File: config.mk
export PLATFORM = sky130hd
export DESIGN_NAME = lb_ram_access_ctrl
export DESIGN_NICKNAME = d
export VERILOG_FILES = /design/src/rtl/lb_ram_pkg.sv /design/src/rtl/lb_ram_rsp_fifo.sv /design/src/rtl/lb_ram_access_ctrl.sv
export SDC_FILE = /design/constraint.sdc
export NUM_CORES = 1
export LEC_CHECK = 0
export CORE_AREA = 5 5 220 222
export DETAILED_ROUTE_END_ITERATION = 8
export DIE_AREA = 0 0 225 227
export PLACE_DENSITY = 0.45
export REMOVE_ABC_BUFFERS = 1
export SLEW_MARGIN = 20
export SYNTH_ARGS = -nofsm -noshare
export SYNTH_HDL_FRONTEND = slang
export SYNTH_SLANG_ARGS = --single-unit
File: constraint.sdc
create_clock -name clk -period 2.32 [get_ports clk]
set_input_delay 0.232 -clock clk [delete_from_list [all_inputs] [get_ports clk]]
set_output_delay 0.232 -clock clk [all_outputs]
set_load 0.02 [all_outputs]
File: src/rtl/lb_ram_pkg.sv
// Shared constants and request type for the local-bus SRAM access controller.
// Define LB_RAM_RSP_SKID_EN for a 2-entry response buffer (one read per cycle); otherwise 1 entry.
package lb_ram_pkg;

    localparam int LB_RAM_ADDR_W = 8;
    localparam int LB_RAM_DATA_W = 128;
    localparam int LB_RAM_BE_W   = LB_RAM_DATA_W / 8;

`ifdef LB_RAM_RSP_SKID_EN
    localparam int LB_RAM_RSP_DEPTH = 2;
`else
    localparam int LB_RAM_RSP_DEPTH = 1;
`endif

    typedef struct packed {
        logic                     we;
        logic [LB_RAM_ADDR_W-1:0] addr;
        logic [LB_RAM_DATA_W-1:0] wdata;
        logic [LB_RAM_BE_W-1:0]   be;
    } lb_ram_req_t;

endpackage

File: src/rtl/lb_ram_rsp_fifo.sv
// In-order response buffer holding SRAM read data until the requester takes it.
// Push while full is legal only together with a pop in the same cycle.
module lb_ram_rsp_fifo
    import lb_ram_pkg::*;
#(
    parameter int  DEPTH  = LB_RAM_RSP_DEPTH,
    parameter int  DATA_W = LB_RAM_DATA_W,
    localparam int PTR_W  = (DEPTH > 1) ? $clog2(DEPTH) : 1,
    localparam int CNT_W  = $clog2(DEPTH + 1)
) (
    input  logic              clk,
    input  logic              rst_n,
    input  logic              push_i,
    input  logic [DATA_W-1:0] push_data_i,
    input  logic              pop_i,
    output logic              full_o,
    output logic              empty_o,
    output logic [DATA_W-1:0] head_o,
    output logic [CNT_W-1:0]  count_o
);

    logic [DATA_W-1:0] mem_q [DEPTH];
    logic [PTR_W-1:0]  wr_ptr_q;
    logic [PTR_W-1:0]  rd_ptr_q;
    logic [CNT_W-1:0]  count_q;
    logic [CNT_W-1:0]  count_d;
    logic              do_push_s;
    logic              do_pop_s;

    function automatic logic [PTR_W-1:0] next_ptr(input logic [PTR_W-1:0] p);
        return (p == PTR_W'(DEPTH - 1)) ? {PTR_W{1'b0}} : p + PTR_W'(1);
    endfunction

    assign full_o    = (count_q == CNT_W'(DEPTH));
    assign empty_o   = (count_q == {CNT_W{1'b0}});
    assign head_o    = mem_q[rd_ptr_q];
    assign count_o   = count_q;
    assign do_pop_s  = pop_i && !empty_o;
    assign do_push_s = push_i && (!full_o || do_pop_s);

    // Occupancy next-state: simultaneous push and pop leaves it unchanged.
    always_comb begin
        count_d = count_q;
        case ({do_push_s, do_pop_s})
            2'b10:   count_d = count_q + CNT_W'(1);
            2'b01:   count_d = count_q - CNT_W'(1);
            default: count_d = count_q;
        endcase
    end

    // Storage, pointers and occupancy registers.
    always_ff @(posedge clk or negedge rst_n) begin
        if (!rst_n) begin
            for (int i = 0; i < DEPTH; i++) begin
                mem_q[i] <= {DATA_W{1'b0}};
            end
            wr_ptr_q <= {PTR_W{1'b0}};
            rd_ptr_q <= {PTR_W{1'b0}};
            count_q  <= {CNT_W{1'b0}};
        end else begin
            if (do_push_s) begin
                mem_q[wr_ptr_q] <= push_data_i;
                wr_ptr_q        <= next_ptr(wr_ptr_q);
            end
            if (do_pop_s) begin
                rd_ptr_q <= next_ptr(rd_ptr_q);
            end
            count_q <= count_d;
        end
    end

endmodule

File: src/rtl/lb_ram_access_ctrl.sv
// Local-bus to single-port SRAM access controller with an in-order read response buffer.
// Buffer depth is selected by LB_RAM_RSP_SKID_EN through lb_ram_pkg.
module lb_ram_access_ctrl
    import lb_ram_pkg::*;
#(
    parameter int ADDR_W = LB_RAM_ADDR_W,
    parameter int DATA_W = LB_RAM_DATA_W,
    parameter int BE_W   = LB_RAM_BE_W
) (
    input  logic              clk,
    input  logic              rst_n,
    input  logic              req_valid,
    output logic              req_ready,
    input  logic              req_we,
    input  logic [ADDR_W-1:0] req_addr,
    input  logic [DATA_W-1:0] req_wdata,
    input  logic [BE_W-1:0]   req_be,
    output logic              rsp_valid,
    input  logic              rsp_ready,
    output logic [DATA_W-1:0] rsp_rdata,
    output logic              ram_ceb,
    output logic              ram_web,
    output logic [ADDR_W-1:0] ram_a,
    output logic [DATA_W-1:0] ram_d,
    output logic [BE_W-1:0]   ram_bweb,
    input  logic [DATA_W-1:0] ram_q
);

    localparam int DEPTH = LB_RAM_RSP_DEPTH;
    localparam int CNT_W = $clog2(DEPTH + 1);
    localparam int OCC_W = CNT_W + 1;

    logic             inflight_q;
    logic             inflight_d;
    logic             empty_s;
    logic             full_s;
    logic             pop_s;
    logic [CNT_W-1:0] count_s;
    logic [OCC_W-1:0] occ_s;

    // Reserve a buffer slot for every read in flight so ram_q always has a home.
    assign pop_s     = rsp_valid && rsp_ready;
    assign occ_s     = OCC_W'(count_s) + OCC_W'(inflight_q) - OCC_W'(pop_s);
    assign req_ready = rst_n && (occ_s < OCC_W'(DEPTH));
    assign rsp_valid = !empty_s;

    // SRAM strobes are driven in the accept cycle; idle drives all strobes inactive.
    always_comb begin
        ram_ceb    = 1'b1;
        ram_web    = 1'b1;
        ram_a      = {ADDR_W{1'b0}};
        ram_d      = {DATA_W{1'b0}};
        ram_bweb   = {BE_W{1'b1}};
        inflight_d = 1'b0;
        if (req_valid && req_ready) begin
            if (req_we) begin
                if (req_be != {BE_W{1'b0}}) begin
                    ram_ceb  = 1'b0;
                    ram_web  = 1'b0;
                    ram_a    = req_addr;
                    ram_d    = req_wdata;
                    ram_bweb = ~req_be;
                end else begin
                    ram_ceb = 1'b1;
                end
            end else begin
                ram_ceb    = 1'b0;
                ram_a      = req_addr;
                inflight_d = !full_s || pop_s;
            end
        end else begin
            ram_ceb = 1'b1;
        end
    end

    // Marks the cycle in which ram_q carries read data.
    always_ff @(posedge clk or negedge rst_n) begin
        if (!rst_n) begin
            inflight_q <= 1'b0;
        end else begin
            inflight_q <= inflight_d;
        end
    end

    lb_ram_rsp_fifo #(
        .DEPTH  (DEPTH),
        .DATA_W (DATA_W)
    ) u_rsp_fifo (
        .clk         (clk),
        .rst_n       (rst_n),
        .push_i      (inflight_q),
        .push_data_i (ram_q),
        .pop_i       (pop_s),
        .full_o      (full_s),
        .empty_o     (empty_s),
        .head_o      (rsp_rdata),
        .count_o     (count_s)
    );

endmodule

Yosys cells after proc, flatten, opt, wreduce, memory -nomap -nowiden
Index checks and enable logic that the tools add are counted.

storage, ports and cells
  flip-flop bits (word level) = 132
  bits in latches = 0
  RAM bits = 0
  bits in read-only memories = 0
  output and inout port bits = 284
  memories kept = 0

operators by class
  $add $sub $neg = 6
  multiply operators = 0
  divide/modulo/power cells = 0
  $lt $le $gt $ge = 4
  equality and inequality tests = 2
  shifts and indexed selects = 0
  multiplexer cells = 22
  bitwise operators = 1
  reduce and logical (&&, ||, !) cells = 11

operators by type and width
  operator                                                    number
  2-to-1 mux 128 bit                                          5
  bitwise mux 128 bit                                         1
  2-to-1 mux 16 bit                                           3
  2-to-1 mux 8 bit                                            3
  NOT 16 bit                                                  1
  nonzero test 16 bit                                         1
  2-to-1 mux 1 bit                                            9
  logical AND 1 bit                                           6
  adder 1 bit, second input constant                          3
  adder 1 x 1 -> 2 bit                                        1
  equality test 2 x 1 -> 1 bit, second input constant         1
  equality test 2 bit, second input constant                  1
  logical OR 1 bit                                            2
  less-than comparator 1 bit, second input constant           2
  less-than comparator 2 x 1 -> 1 bit, second input constant  1
  case mux 1 bit (2 select lines)                             1
  nonzero test 2 bit                                          1
  subtractor 2 x 1 -> 2 bit                                   1
  >= comparator 1 bit, second input constant                  1
  logical NOT 1 bit                                           1
  subtractor 1 bit, second input constant                     1

Depth between registers and ports, before layout
Gate-level depths: netlist (run 1).

  depth in word-level cells = 6
  mapped depth = 9

Cells and area by module
From an unflattened synthesis (run 1), not the netlist that was laid out.

unflattened totals
  cells, all modules = 496
  area total of the unflattened synthesis = 6,827.8 sq um

by module, submodules not included
  module              times used  cells each  area an instance (sq um)
  lb_ram_rsp_fifo     1           276         5,417.7
  lb_ram_access_ctrl  1           220         1,410.1

Worst setup path before layout (run 1)
Ideal clock, no wire load.

  path type = register -> output
  from = register u_rsp_fifo.count_q (netlist: u_rsp_fifo.count_o)
  to = output ram_d[103]
  data arrival time = 1.915 ns
  data required time = 2.088 ns
  path slack = 0.173 ns
  cell stages (with the launch flop) = 10
  cells stage by stage = dfrtp_1 -> nand2b_1 -> inv_1 -> ha_1 -> and4bb_1 -> and2_1 -> buf_6 -> buf_6 -> buf_6 -> and3_1

on the way
  longest elaborated chain between the ends = 6

RTL lines
  item                                                              line                                                source
  start, declared                                                   lb_ram_rsp_fifo.sv:25                               logic [CNT_W-1:0] count_q;
  start signal, assigned                                            lb_ram_rsp_fifo.sv:59                               count_q <= {CNT_W{1'b0}};
  start signal, assigned                                            lb_ram_rsp_fifo.sv:68                               count_q <= count_d;
  adder 1 x 1 -> 2 bit / logical AND 1 bit (equally long branches)  lb_ram_access_ctrl.sv:43, lb_ram_access_ctrl.sv:42
  subtractor 2 x 1 -> 2 bit (*)                                     lb_ram_access_ctrl.sv:43                            assign occ_s = OCC_W'(count_s) + OCC_W'(inflight_q) - OCC_W'(pop_s);
  less-than comparator 2 x 1 -> 1 bit (*)                           lb_ram_access_ctrl.sv:44                            assign req_ready = rst_n && (occ_s < OCC_W'(DEPTH));
  logical AND 1 bit (*)                                             lb_ram_access_ctrl.sv:44
  logical AND 1 bit (*)                                             lb_ram_access_ctrl.sv:55                            if (req_valid && req_ready) begin
  2-to-1 mux 128 bit (*)                                            lb_ram_access_ctrl.sv:55
  end, declared                                                     lb_ram_access_ctrl.sv:24                            output logic [DATA_W-1:0] ram_d,

Mark *: on every way between the ends. The rest lies on a longest branch, timed or not.

Final worst setup path (run 1)
  from = register u_rsp_fifo.count_q (netlist: u_rsp_fifo.count_o)
  to = output ram_d[70]

The elaborated chain is that of the path after synthesis.

==> impl_results.md, run 1 <==
- Status: finished with violations
- Failing checks: negative hold slack, negative setup slack
- Largest stage delay, worst path: 0.39 ns
- Share of cells above drive strength 1: 0.393
- Pin count of the biggest net entering global routing: between 100 and 150
- CTS clock-pin slew for the worst setup and hold paths: about 0.06 ns
- P_leak: ~0.0061 uW
- Initial antenna violation count: 13
- Actual slew at the worst max-slew pin: ~0.94 ns
- Final #Nets: 1,374
- Vias: 6,512
- PortBufs: 568
- XOR/XNOR share of the synthesized area: 0
- Wire per inst: about 23 um
- # IOs: 569
- Tmin final: 2.68 ns
- TritonCTS buffer count: 17
- Slowest stage cell, crit path: dfrtp_1
- Max frequency: 373 MHz
- Synth Cell Area: between 6000 and 7000 um2
- GRT Util Overall: 0.140
- # H-tree levels: 4
- EDFF count, synth: 0
- Post-DP HPWL: 30.9 mm
- Period utilisation layout: 1.16
- Multiplexer share of the synthesized area: 0.234
- # fillers: 4,795
- R2r endpoint: u_rsp_fifo.mem_q[120]
- Hold Path Class: in -> async
- Initial DRC count: about 200
- Crit Path Category: reg -> out
- Core Region: 46,200 um2
- Area growth syn-to-layout: 126%
- Via density: 3.79
- Synth Flop Type: dfrtp_1
- Post-Synth Simple-Gate Area: 0.167
- CTS tree: done
- Critical Path End Type: primary output
- Worst setup margin: -0.361 ns
- Slew Limit Fails: 0
- DRC violations left: 0
- Cell taking the most area after synthesis: dfrtp_1
- Reg area: between 3000 and 4000 um2
- Seq/Total Area, Yosys: 0.528
- Critical Path AT: 2.45 ns
- Area of the multi-input gates: between 2000 and 3000 um2
- Cell with the most instances after synthesis: dfrtp_1
- Asr flop ratio synth: 1.00
- Initial Util: 0.133
- Max-cap violations: 0
- Crit path cell chain: nand2b_1 > inv_2 > ha_4 > and4bb_4 > and2_4 > buf_12 > clkbuf_16 > buf_4 > and3_4 > buf_6
- Gp weighted congestion: 0.846
- RSZ-0062 raised after global routing: yes
- Final Hold Vio Count: 7
- Synth Register Bits: 130
- Final Util: 0.301
- Worst EP required: approximately 2.1 ns
- Routed Antenna Nets: 0
- Clk root buf: clkbuf_16
- Die area: ~51,000 um2
- Congestion Overflow GR: 0
- YS warnings: 0
- Critical Path Fanout Max: 8
- # setup viols final: 148
- Commonest cells in the netlist: dfrtp_1 (130), and3_1 (129), mux2_2 (128), buf_6 (16), nand3_1 (16)
- Setup slack, reg-to-reg: 0.71 ns
- Syn Area/Cell: 12.7 um2
- Final wirelength: 38.7 mm
- Later-pin clock latency in the skew report: 0.42 ns
- Yosys cell types: 21
- Largest family of logic cells by synthesized area: multiplexers
- Pwr dens: roughly 700 nW/um2
- Hold slack: -0.0326 ns
- Clock Skew: a little over 0.008 ns
- Clk sinks: between 100 and 150
- Vias in the first global route: 7,014
- Synth Area in Compound Gates: 0.00731
- Reg2Reg Depth: 5
- First-pass GRT wire length: 51.1 mm
- Reg2reg start: u_rsp_fifo.count_o
- Critical path launch point type: flip-flop
- Row count: 79
- CTS max path bufs: 2
- Chip Width: 225 um
- Synth top area cells: dfrtp_1 (53%), mux2_2 (23%), and3_1 (13%)
- Yosys top cell area share: 0.528
- Initial DRT Pass Iterations: 4
- Post-synthesis adder-cell area fraction: 0.00203
- Peak supply drop: between 0.0004 and 0.0005 V
- Relative slew slack: 0.375
- Die H: 227 um
- Syn Inst Count: 485
[what timing repair did]
action,CTS,global route
hold buffers,0,0
cloned,3,10
pin swaps,3,24
gates resized for setup,468,296
setup endpoints to repair,155,155
buffers inserted,3,18
[cells by family (layout without fill, tap and decap cells)]
kind of cell               after synthesis  after routing
other                                    0              8
DFF                                    130            130
adders and majority gates                1              1
AOI/OAI and AO/OA                        9              9
and+or+nand+nor                        166            169
buffers and inverters                   51            664
muxes                                  128            128
[final cells by class]
| cell class | count | share of cell area |
|---|---|---|
| diodes | 8 | 0.00144 |
| clock buffers | 21 | 0.0338 |
| clock inverters | 11 | 0.00755 |
| inverters | 2 | 0.000539 |
| multi-input cells | 307 | 0.202 |
| flip-flops and latches | 130 | 0.234 |
| well taps | 607 | 0.0546 |
| repair buffers | 630 | 0.466 |
[metal layers]
layer / vias to the layer above / GRT usage / wire length, um
li1: 2960 / - / -
met5: - / 0 / 27
met4: 4 / 0.0519 / 1010
met3: 37 / 0.0622 / 3960
met1: 3149 / 0.134 / 12600
met2: 362 / 0.262 / 21100
[power by group]
group          switching, uW  internal (uW)
Sequential               316           2920
Combinational           1870           2260
Clock                   1040           1560
[through the flow]
stage	area, um2	TNS (ns)	setup WS [ns]	instances	power (uW)
global route	13900	-54.74	-0.485	1714	10500
detailed placement	12600	-94.87	-0.781	1643	7400
CTS	13200	-54.57	-0.471	1681	10100
global placement	12600	-97.86	-0.793	1643	7380
finish	13900	-37.25	-0.361	1716	9970
floorplan	5790	-425.21	-1.78	436	4900
[how the worst max path moves through the flow]
stage | startpoint | end | slack (ns) | depth (start not counted)
after global placement | rsp_ready | ram_d[124] | -0.79 | 9
final | u_rsp_fifo.count_o | ram_d[70] | -0.36 | 10
after global routing | u_rsp_fifo.count_o | ram_d[70] | -0.49 | 10
after floorplan | req_be[3] | ram_ceb | -1.78 | 3
after detailed placement | rsp_ready | ram_d[126] | -0.78 | 9
after CTS | u_rsp_fifo.count_o | ram_d[34] | -0.47 | 9
[flip-flops by register name, indices dropped and copies added, names as in the netlist]
name,count
u_rsp_fifo.mem_q,128
u_rsp_fifo.count_o,1
inflight_q,1
[cells in the final DEF (no fill, tap or decap), types with 6 or more instances in the layout]
cell type	count
clkbuf_16	23
diode_2	8
a21oi_1	6
and3_4	40
buf_6	79
nand3_1	14
nand2_1	9
buf_4	55
clkdlybuf4s50_1	411
mux2_2	128
buf_2	20
and3_1	89
buf_12	21
clkdlybuf4s15_2	27
dfrtp_1	130
[critical path: cells and delay by family (launching register included)]
kind                     cells  cell delay [ns]
flip-flops                   1             0.39
buffers and inverters        5             0.58
adder cells (fa/ha/maj)      1             0.21
AND/OR/NAND/NOR              4             0.83
Power figures use the tool's default switching activity.
==> run 2, diff against run 1 <==
- CORE_AREA: 5 5 220 222 -> 2 2 223 225
- PLACE_DENSITY: 0.45 -> 0.43
==> run 2 against run 1 <==
  * The flow finishes with violations (negative setup slack)
  * Register-to-register slack got worse by 0.60 ns
  * Final cell count is 1.2% higher
  * Hold slack improved by 0.44 ns
==> impl_results.md, run 2 (same netlist as run 1, synthesis figures left out) <==
- Peak supply drop: between 0.0004 and 0.0005 V
- First-pass GRT wire length: ~48 mm
- Clk pwr share: 0.285
- Critical Path End Type: primary output
- Int Pwr: roughly 7000 uW
- # fillers: 5,097
- Via density: 3.75
- Final #Nets: around 1,400
- Switching Fraction: 0.319
- CTS tree: done
- Die H: 227 um
- Gp weighted congestion: ~0.85
- Relative slew slack: 0.460
- Pwr dens: 738 nW/um2
- RSZ-0062 raised after global routing: yes
- Chip Width: 225 um
- Row count: 81
- Final wirelength: 37.6 mm
- CTS clock-pin slew for the worst setup and hold paths: 0.07 ns
- Clk sinks: 130
- Sw Pwr: 3300 uW
- Initial DRC count: 152
- # setup viols final: ~150
- Tmin final: 2.65 ns
- Congestion Overflow GR: 0
- Die area: 51,100 um2
- Commonest non-fill, non-tap cells in the layout: clkdlybuf4s50_1 (412), dfrtp_1 (130), mux2_2 (128), and3_1 (86), buf_6 (83)
- Max-cap violations: 0
- Initial antenna violation count: 9
- Critical Path AT: 2.42 ns
- DRC violations left: 0
- Later-pin clock latency in the skew report: 0.44 ns
- GRT Util Overall: 0.132
- Pin count of the biggest net entering global routing: about 140
- Share of cells above drive strength 1: 0.409
- Routed Antenna Nets: 0
- Final Hold Vio Count: 0
- Max FFs per register: 128
- Clk root buf: clkbuf_16
- Actual slew at the worst max-slew pin: 0.809 ns
- Slew Limit Fails: 0
- Final Total Pwr: around 10,000 uW
- Hold Path Class: in -> reg
- Most common cell after layout, fill and taps aside: clkdlybuf4s50_1
- Combinational power share: 0.403
- Initial DRT Pass Iterations: 5
- # IOs: 569
- CTS max path bufs: 2
- Post-DP HPWL: 27.5 mm
- Status: finished with violations
- Final Util: 0.289
- Period utilisation layout: 1.14
- # H-tree levels: 4
- Reg power frac: 0.312
- PortBufs: 568
- Worst EP required: 2.09 ns
- P_leak: 0.00617 uW
- Core Region: 48,500 um2
- TritonCTS buffer count: 17
- Wire per inst: about 22 um
- Critical path launch point type: flip-flop
- Critical Path Fanout Max: 8
- Initial Util: 0.127
- Vias: about 6,500
- Clock Skew: 0.00860 ns
- Crit Path Category: reg -> out
- Vias in the first global route: ~6,800
- Area growth syn-to-layout: 128%
- Failing checks: negative setup slack
- Worst setup margin: -0.328 ns
- Top reg by flops: u_rsp_fifo.mem_q
- Max frequency: 378 MHz
run 2: changes by cell type in the layout (fill, tap and decap cells not counted), sizes merged, moves of 2 or more:
cell           delta
bufinv            +3
diode             -4
buf              +19
clkdlybuf4s15    -27
clkbuf           +13
inv               +2
and2              -2
nand2             +2
clkinv            -2
run 2: path summary, 6_finish.rpt:
check / slack (ns) / cells after the start / startpoint / end
setup reg to reg: 0.11 / 12 / u_rsp_fifo.count_o / u_rsp_fifo.mem_q[73]
max in group asynchronous: 1.14 / 3 / rst_n / u_rsp_fifo.mem_q[104]
setup / recovery: -0.33 / 10 / u_rsp_fifo.count_o / ram_bweb[8]
hold / removal: 0.41 / 2 / ram_q[89] / u_rsp_fifo.mem_q[89]
hold reg to reg: 0.50 / 1 / u_rsp_fifo.mem_q[106] / u_rsp_fifo.mem_q[106]
min in group asynchronous: 0.54 / 3 / rst_n / u_rsp_fifo.mem_q[32]
run 2: layout make-up:
| class | count | area, um2 | share of cell area |
|---|---|---|---|
| timing repair buffer | 639 | 6410 | 0.457 |
| tap | 622 | 778 | 0.0555 |
| clock buffer | 18 | 439 | 0.0313 |
| sequential | 130 | 3250 | 0.232 |
| inverter | 2 | 7.51 | 0.000535 |
| antenna | 4 | 10.0 | 0.000714 |
| multi-input combinational | 307 | 2920 | 0.208 |
| clock inverter | 14 | 203 | 0.0145 |
run 2: critical path: stages (launching register included):
cell and delay, ns:
dfrtp_1 0.38, nand2b_1 0.12, inv_2 0.06, ha_4 0.21, and4bb_2 0.31, and2_4 0.26, buf_8 0.17, buf_16 0.14
buf_6 0.10, nand3_2 0.07, buf_6 0.16
run 2: timing repair:
item                       in CTS  in global routing
hold endpoints to repair        4                  0
setup buffers                  19                 14
setup endpoints to repair     155                284
gates cloned                    3                 16
hold buffers                    1                  0
pin swaps                       0                 21
gates resized for setup       295                507
run 2: metal layers:
metal / global-route usage / up-vias / share of wire
met1: 0.138 / 3143 / 0.35
met2: 0.252 / 342 / 0.55
li1: - / 2983 / -
met5: 0 / - / 0.00043
met3: 0.0425 / 48 / 0.078
met4: 0.0361 / 2 / 0.027
run 2: through the flow:
step,setup TNS [ns],instance area [um2],setup slack [ns],hold WS [ns],cells
after CTS,-146.64,13400,-0.701,0.377,1710
after global routing,-51.61,14000,-0.434,0.387,1733
final,-34.67,14000,-0.328,0.405,1736
after floorplan,-425.21,5790,-1.78,-0.0636,436
after detailed placement,-88.10,12600,-0.682,0.477,1655
after global placement,-86.97,12600,-0.656,0.475,1655
run 2: power groups by stage:
| stage | Combinational [uW] | Sequential, uW | Clock [uW] |
|---|---|---|---|
| global route | 4370 | 3320 | 3170 |
| floorplan | 829 | 4070 | 0 |
| detailed placement | 4050 | 3280 | 0 |
| global placement | 4050 | 3250 | 0 |
| CTS | 4100 | 3240 | 3090 |
| finish | 4160 | 3230 | 2950 |
